==> src/rtl/mem_stage.sv <==
// Memory-access stage: EX->MEM pipeline register, load-response wait/buffer, load alignment and extension.
// Optional macro MEM_FWD_EN adds bypass/interlock outputs toward ID.
module mem_stage #(
  parameter int DW = 32,
  parameter int RW = 5
) (
  input  logic          clk,
  input  logic          resetn,
  input  logic          ex_valid,
  output logic          mem_allow_in,
  input  logic [DW-1:0] ex_pc,
  input  logic [RW-1:0] ex_rf_waddr,
  input  logic          ex_rf_we,
  input  logic          ex_res_from_mem,
  input  logic [2:0]    ex_ld_op,
  input  logic [DW-1:0] ex_alu_result,
  input  logic          data_sram_data_ok,
  input  logic [DW-1:0] data_sram_rdata,
  input  logic          wb_allow_in,
  output logic          mem_to_wb_valid,
  output logic [DW-1:0] pc,
  output logic [RW-1:0] rf_waddr,
  output logic          rf_we,
  output logic          res_from_mem,
  output logic [DW-1:0] data,
  output logic [DW-1:0] alu_result,
`ifdef MEM_FWD_EN
  output logic          mem_fwd_we,
  output logic [RW-1:0] mem_fwd_waddr,
  output logic [DW-1:0] mem_fwd_data,
  output logic          mem_fwd_block,
`endif
  output logic          MEM_ready_go
);

  logic          mem_valid_q, mem_valid_d;
  logic [DW-1:0] pc_q, pc_d;
  logic [RW-1:0] waddr_q, waddr_d;
  logic          we_q, we_d;
  logic          res_from_mem_q, res_from_mem_d;
  logic [2:0]    ld_op_q, ld_op_d;
  logic [DW-1:0] alu_result_q, alu_result_d;
  logic [DW-1:0] resp_buf_q, resp_buf_d;
  logic          resp_buf_v_q, resp_buf_v_d;

  logic          need_resp;
  logic          handoff;
  logic [DW-1:0] raw;
  logic [7:0]    byte_sel;
  logic [15:0]   half_sel;
  logic [DW-1:0] load_data;

  assign need_resp       = mem_valid_q & res_from_mem_q;
  assign MEM_ready_go    = ~need_resp | data_sram_data_ok | resp_buf_v_q;
  assign mem_to_wb_valid = mem_valid_q & MEM_ready_go;
  assign mem_allow_in    = ~mem_valid_q | (MEM_ready_go & wb_allow_in);
  assign handoff         = mem_to_wb_valid & wb_allow_in;

  // Once buffered, the live SRAM bus is ignored until this instruction leaves.
  assign raw = resp_buf_v_q ? resp_buf_q : data_sram_rdata;

  always_comb begin
    byte_sel = raw[7:0];
    case (alu_result_q[1:0])
      2'd1:    byte_sel = raw[15:8];
      2'd2:    byte_sel = raw[23:16];
      2'd3:    byte_sel = raw[31:24];
      default: byte_sel = raw[7:0];
    endcase
    half_sel = alu_result_q[1] ? raw[31:16] : raw[15:0];
    case (ld_op_q)
      3'd1:    load_data = {{(DW-8){byte_sel[7]}}, byte_sel};
      3'd2:    load_data = {{(DW-16){half_sel[15]}}, half_sel};
      3'd3:    load_data = {{(DW-8){1'b0}}, byte_sel};
      3'd4:    load_data = {{(DW-16){1'b0}}, half_sel};
      default: load_data = raw;
    endcase
  end

  always_comb begin
    mem_valid_d    = mem_valid_q;
    pc_d           = pc_q;
    waddr_d        = waddr_q;
    we_d           = we_q;
    res_from_mem_d = res_from_mem_q;
    ld_op_d        = ld_op_q;
    alu_result_d   = alu_result_q;
    resp_buf_d     = resp_buf_q;
    resp_buf_v_d   = resp_buf_v_q;

    if (mem_allow_in) begin
      mem_valid_d = ex_valid;
    end
    if (mem_allow_in && ex_valid) begin
      pc_d           = ex_pc;
      waddr_d        = ex_rf_waddr;
      we_d           = ex_rf_we;
      res_from_mem_d = ex_res_from_mem;
      ld_op_d        = ex_ld_op;
      alu_result_d   = ex_alu_result;
    end

    // Capture only when WB is stalled; handoff wins over a same-cycle capture.
    if (handoff) begin
      resp_buf_v_d = 1'b0;
    end else if (need_resp && data_sram_data_ok && !resp_buf_v_q && !wb_allow_in) begin
      resp_buf_v_d = 1'b1;
      resp_buf_d   = data_sram_rdata;
    end
  end

  always_ff @(posedge clk) begin
    if (!resetn) begin
      mem_valid_q    <= 1'b0;
      pc_q           <= '0;
      waddr_q        <= '0;
      we_q           <= 1'b0;
      res_from_mem_q <= 1'b0;
      ld_op_q        <= '0;
      alu_result_q   <= '0;
      resp_buf_q     <= '0;
      resp_buf_v_q   <= 1'b0;
    end else begin
      mem_valid_q    <= mem_valid_d;
      pc_q           <= pc_d;
      waddr_q        <= waddr_d;
      we_q           <= we_d;
      res_from_mem_q <= res_from_mem_d;
      ld_op_q        <= ld_op_d;
      alu_result_q   <= alu_result_d;
      resp_buf_q     <= resp_buf_d;
      resp_buf_v_q   <= resp_buf_v_d;
    end
  end

  assign pc           = pc_q;
  assign rf_waddr     = waddr_q;
  assign rf_we        = mem_valid_q & we_q;
  assign res_from_mem = res_from_mem_q;
  assign alu_result   = alu_result_q;
  assign data         = res_from_mem_q ? load_data : alu_result_q;

`ifdef MEM_FWD_EN
  assign mem_fwd_we    = mem_valid_q & we_q & (waddr_q != '0);
  assign mem_fwd_waddr = waddr_q;
  assign mem_fwd_data  = data;
  assign mem_fwd_block = need_resp & ~MEM_ready_go;
`endif

endmodule

==> config.mk <==
export PLATFORM = sky130hd
export DESIGN_NAME = mem_stage
export DESIGN_NICKNAME = d
export VERILOG_FILES = /design/src/rtl/mem_stage.sv
export SDC_FILE = /design/constraint.sdc
export NUM_CORES = 1
export LEC_CHECK = 0
export CAP_MARGIN = 20
export CORE_UTILIZATION = 28
export DETAILED_ROUTE_END_ITERATION = 8
export PLACE_DENSITY = 0.59
export SLEW_MARGIN = 5
export SYNTH_ARGS = -nofsm -noshare
export SYNTH_HDL_FRONTEND = slang
export SYNTH_SLANG_ARGS = --single-unit
==> constraint.sdc <==
create_clock -name clk -period 2.4 [get_ports clk]
set_input_delay 0.48 -clock clk [delete_from_list [all_inputs] [get_ports clk]]
set_output_delay 0.48 -clock clk [all_outputs]
set_load 0.01 [all_outputs]
# --- Yosys cells after proc, flatten, opt, wreduce, memory -nomap -nowiden ---
# Index checks and enable logic that the tools add are counted.
word_totals:
  latch_bits: 0
  input_bits: 111
  ramBits: 0
  ff_bits: 108
  mem_bits_ro: 0
  out_inout_bits: 106
  word_cells: 41
  memories: 0
classes:
  n_eq_ne: 7
  shifts: 0
  n_addsub: 0
  reduce_logical: 8
  n_bitwise: 12
  div: 0
  magnitude_cmp: 0
  n_mul: 0
  n_mux: 5
ops:
  columns: ["operator", "n"]
  rows:
  - ["$pmux 32 s4", 1]
  - ["$mux 32", 2]
  - ["$pmux 8 s3", 1]
  - ["$mux 16", 1]
  - ["$eq 3x2->1 const B", 2]
  - ["$and 1x1->1", 5]
  - ["$eq 2x2->1 const B", 2]
  - ["$logic_and 1x1->1", 4]
  - ["$not 1->1", 4]
  - ["$eq 3x1->1 const B", 1]
  - ["$eq 3x3->1 const B", 1]
  - ["$or 1x1->1", 3]
  - ["$eq 2x1->1 const B", 1]
  - ["$logic_not 1->1", 2]
  - ["$reduce_and 2->1", 1]
  - ["$reduce_or 2->1", 1]

# --- Longest topological paths before layout ---
depth:
  depth_word: 8
  depth_mapped: 8
  ltp_nobuf: 5

# --- Least setup slack after synthesis ---
# No wires, ideal clock.
synth_timing:
  path_type: "register -> output"
  from: "register alu_result_q[1] (netlist: alu_result[1])"
  to: "output data[2]"
  arrival_ns: 1.674
  path_stages_with_launch: 6
  required_time_ns: 1.920
  path_buffers: 1
  path_slack_ns: 0.246
  path_cell_list: "dfxtp_1 > buf_6 > mux4_2 > a22o_1 > a222oi_1 > a21oi_1"
synth_between:
  elab_chain_cells: 4
  elab_cells_between_ends: 7
  cone_classes: "eq/ne (3); mux (4)"
synth_rtl:
  columns: ["element", "line", "text"]
  rows:
  - ["start: declaration", "42", "logic [DW-1:0] alu_result_q, alu_result_d;"]
  - ["start signal: assignment", "130", "alu_result_q <= alu_result_d;"]
  - ["$eq 2x2->1 / $eq 2x1->1 (equally long branches)", "64", "case (alu_result_q[1:0])"]
  - ["$pmux 8 s3", "64", null]
  - ["$pmux 32 s4 (*)", "71", "case (ld_op_q)"]
  - ["$mux 32 (*)", "141", "assign data = res_from_mem_q ? load_data : alu_result_q;"]
  - ["end: declaration", "25", "output logic [DW-1:0] data,"]
# Mark *: on every way between the ends. The rest lies on a longest branch, timed or not.

# --- Worst setup path after layout ---
layout_timing:
  from: "input data_sram_rdata[7]"
  to: "output data[14]"
layout_between:
  elab_chain_cells: 4
layout_rtl:
  columns: ["element", "line", "text"]
  rows:
  - ["start: declaration", "18", "input logic [DW-1:0] data_sram_rdata,"]
  - ["$mux 32", "60", "assign raw = resp_buf_v_q ? resp_buf_q : data_sram_rdata;"]
  - ["$pmux 8 s3", "64", null]
  - ["$pmux 32 s4", "71", null]
  - ["$mux 32", "141", null]
# Every way passes these cells.

==> impl_metrics.csv <==
group,metric,value,unit
logic_synthesis,synth_edf_count,0,
placed_design,place_area,0.00845,mm2
logic_synthesis,yosys.area.top_type_share,39.5,%
sta,final-setup-viol-count,31,
power_and_ir_drop,ir_worst_vdd,0.000472,V
worst_setup_path,critPathLaunch,"data_sram_rdata[7]",
floorplan,dieArea,0.0201,mm2
logic_synthesis,synthArstFlopShare,0,%
logic_synthesis,synth_cell_types,43,
placed_design,hpwlAfterDp,15700,um
final_layout,fin_cells,1226,
worst_hold_path,hold_class,"register to register",
placed_design,dpl.cell_count,1197,
logic_synthesis,synth_area,0.00548,mm2
final_layout,area_growth_syn_to_layout,63.0,%
worst_setup_path,crit_slowest_cell,"clkdlybuf4s50_1",
global_routing,grt-ovfl-total,0,
clock_network,clk_path_buf_depth,2,
sta,fin_skew,9.06,ps
worst_setup_path,arrival,2240,ps
worst_setup_path,critPathKind,"input pin to output pin",
floorplan,dieHeight,142,um
global_routing,grt_pass1_wl,34200,um
logic_synthesis,synth_fp_nets,813,
sta,tightestPinTransition,811,ps
logic_synthesis,yosysSeqAreaShare,39.5,%
worst_hold_path,min_from,"resp_buf_q[0]",
logic_synthesis,netlist_instances,702,
clock_network,cts_buffers,9,
floorplan,start_util,28.9,%
logic_synthesis,synth-seq-cells,108,
worst_setup_path,endpoint_kind,"output pin",
worst_hold_path,hold_depth,2,
worst_setup_path,r2r-start,"res_from_mem",
global_routing,grt_start_max_net_pins,75,
logic_synthesis,yosysTopAreaCell,"dfxtp_1",
clock_network,clk_pin_slew_worst_paths,70,ps
logic_synthesis,yosysWarnings,0,
sta,timing.final.ws_setup,-318,ps
flow_run,cap_violations,0,
clock_network,cts_tree,"yes",
worst_setup_path,crit_buf_inv,4,
logic_synthesis,yosys-top-cells-area,"dfxtp_1, a21oi_1, nand3_1, o21ai_0, nand2_1",
worst_setup_path,path_cells,"clkdlybuf4s50_1, mux2i_1, a22oi_2, a41oi_2, buf_4, buf_12, a21oi_1, dlygate4sd2_1",
run_status,status,"complete, but fails checks",
sta,hold-worst-slack,458,ps
placed_design,gp_congestion,0.878,
floorplan,core,0.0190,mm2
floorplan,dieWidth,142,um
sta,relSlewSlack,45.9,%
logic_synthesis,synth_area_per_cell,7.80,um2
route,vias_per_cell,5.07,
route,antenna_left,0,
route,vias,6214,
final_layout,finalNetCount,1071,
global_routing,antenna_found_initial,1,
final_layout,final_area,0.00893,mm2
sta,fin_setup_tns,-5690,ps
route,dr.pass1.iters,5,
route,drc_errors,0,
worst_setup_path,crit_family,"buffers and inverters",
power_and_ir_drop,p_leak,3.31,nW
sta,period_minus_slack,2720,ps
floorplan,rows,50,
worst_setup_path,start_kind,"input pin",
worst_hold_path,min_to,"resp_buf_q[0]",
placed_design,io_buffers,216,
route,wire_per_inst,17.9,um
worst_setup_path,reg2reg_depth,7,
route,drt_wl_total,22000,um
sta,max_freq,0.368,GHz
worst_setup_path,rrSetupSlack,480,ps
worst_setup_path,r2r_end,"pc[12]",
power_and_ir_drop,p_per_area,540,mW/mm2
clock_network,h-tree-depth,3,
sta,drv_slew,0,
clock_network,clkSinkCount,108,
floorplan,ios,217,
sta,fin_crit_sh,113,%
global_routing,grt_pass1_vias,5997,
global_routing,track_usage,22.1,%
sta,rsz0062_at_grt,"true",
worst_setup_path,max_stage_delay,460,ps
final_layout,fin_util,47.1,%
run_status,violations,"setup timing",
clock_network,root_buffer,"clkbuf_16",
route,first_iter_violations,380,
worst_setup_path,required,1920,ps
logic_synthesis,ys.flop_type,"dfxtp_1",
worst_setup_path,crit_path_max_fanout,23,
sta,hold_viol_final,0,
final_layout,drive_above_1_share,22.9,%
clock_network,worst_skew_pair.late_latency,360,ps
==> area by class of cell <==
| type | instances | area [um2] |
|---|---|---|
| diodes | 1 | 2.50 |
| flip-flops and latches | 108 | 2180 |
| clock inverters | 7 | 105 |
| inverters | 9 | 35.0 |
| fillers | 1934 | 10000 |
| multi-input cells | 512 | 3090 |
| repair buffers | 320 | 2970 |
| clock buffers | 9 | 225 |
| well taps | 260 | 325 |
==> through the flow <==
stage | total power [mW] | worst slack [ps]
floorplan | 2.43 | 246
global placement | 3.18 | -610
detailed placement | 3.18 | -608
CTS | 4.87 | -287
global route | 5.07 | -383
finish | 4.82 | -318
==> registers in the layout (all words and copies together) (netlist names) <==
signal,cells
alu_result,32
ld_op_q,3
mem_valid_q,1
pc,32
res_from_mem,1
resp_buf_q,32
resp_buf_v_q,1
rf_waddr,5
we_q,1
==> placed cells by master (no fill, tap or decap), types with 3 or more instances in the layout <==
master / netlist / final
clkdlybuf4s50_1: 0 / 178
a21oi_1: 128 / 124
dfxtp_1: 108 / 102
buf_4: 4 / 88
nand2_1: 83 / 81
nand3_1: 76 / 76
o21ai_0: 74 / 74
nor2_1: 32 / 32
buf_2: 24 / 28
mux2_2: 20 / 18
a31oi_1: 16 / 14
buf_12: 0 / 12
mux2i_1: 16 / 11
clkbuf_16: 0 / 9
mux4_2: 4 / 8
inv_1: 8 / 6
nor2b_1: 6 / 5
mux2i_2: 0 / 4
a22oi_2: 0 / 4
a21oi_2: 0 / 4
a22oi_1: 8 / 4
o31ai_1: 5 / 4
o311a_1: 4 / 4
dfxtp_4: 0 / 4
dlygate4sd2_1: 0 / 4
buf_6: 1 / 4
or3_1: 3 / 3
nand2_2: 1 / 3
nand2b_1: 3 / 3
nor3_2: 1 / 3
o22ai_1: 4 / 3
a221oi_1: 3 / 3
clkdlybuf4s15_2: 0 / 3
==> worst reg2reg max path, cell delays in order (launching register included) <==
cell and delay, ps:
dfxtp_4 410, buf_6 170, nor3b_4 210, o21a_2 190, buf_4 310, buf_12 260, o21ai_0 130, a21oi_1 170
==> report_power, final <==
group	internal, mW	switching [mW]	total (mW)
Clock	0.933	0.745	1.68
Combinational	0.640	0.574	1.21
Sequential	1.87	0.0607	1.93
==> what timing repair did <==
action	CTS	global route
resized for setup	155	22
pin swaps	7	5
endpoints found under the setup margin	35	34
gates cloned	0	0
hold buffers	0	0
buffers inserted	7	5
endpoints found under the hold margin	0	0
==> metal layers <==
layer,global-route usage [%],vias to the layer above,wire length [um]
met4,7.64,0,416
met3,4.76,23,1570
li1,-,3023,-
met1,29.5,2943,9820
met5,0,-,0
met2,35.1,225,10200
==> cells in the mapped netlist (2+ instances only) <==
library cell	count
a21oi_1	128
mux2i_1	16
o22ai_1	4
nor2b_1	6
nand2b_1	3
o311a_1	4
a22oi_1	8
nor3_1	3
buf_4	4
a31oi_1	16
nand3_1	76
inv_1	8
o31ai_1	5
mux4_1	4
or3_1	3
and2_1	2
o21a_1	2
a221oi_1	3
buf_1	4
dfxtp_1	108
a21o_1	2
clkbuf_1	40
mux2_2	20
nor2_1	32
o211ai_1	2
mux4_2	4
o21ai_0	74
nand2_1	83
buf_2	24
==> how the worst max path moves through the flow <==
stage                     to  depth (start not counted)
CTS                  data[2]                          6
finish              data[14]                          8
detailed placement  data[22]                          7
global route        data[14]                          8
floorplan            data[2]                          5
global placement    data[15]                          8
==> logic make-up after synthesis <==
family	count (synthesis)	share of synthesized area (%)
xor gates and xnor gates	1	0.160
buffers and inverters	82	6.58
DFF	108	39.5
and+or+nand+nor	213	17.5
muxes	44	10.6
AOI/OAI and AO/OA	254	25.7
Power figures use the tool's default switching activity.
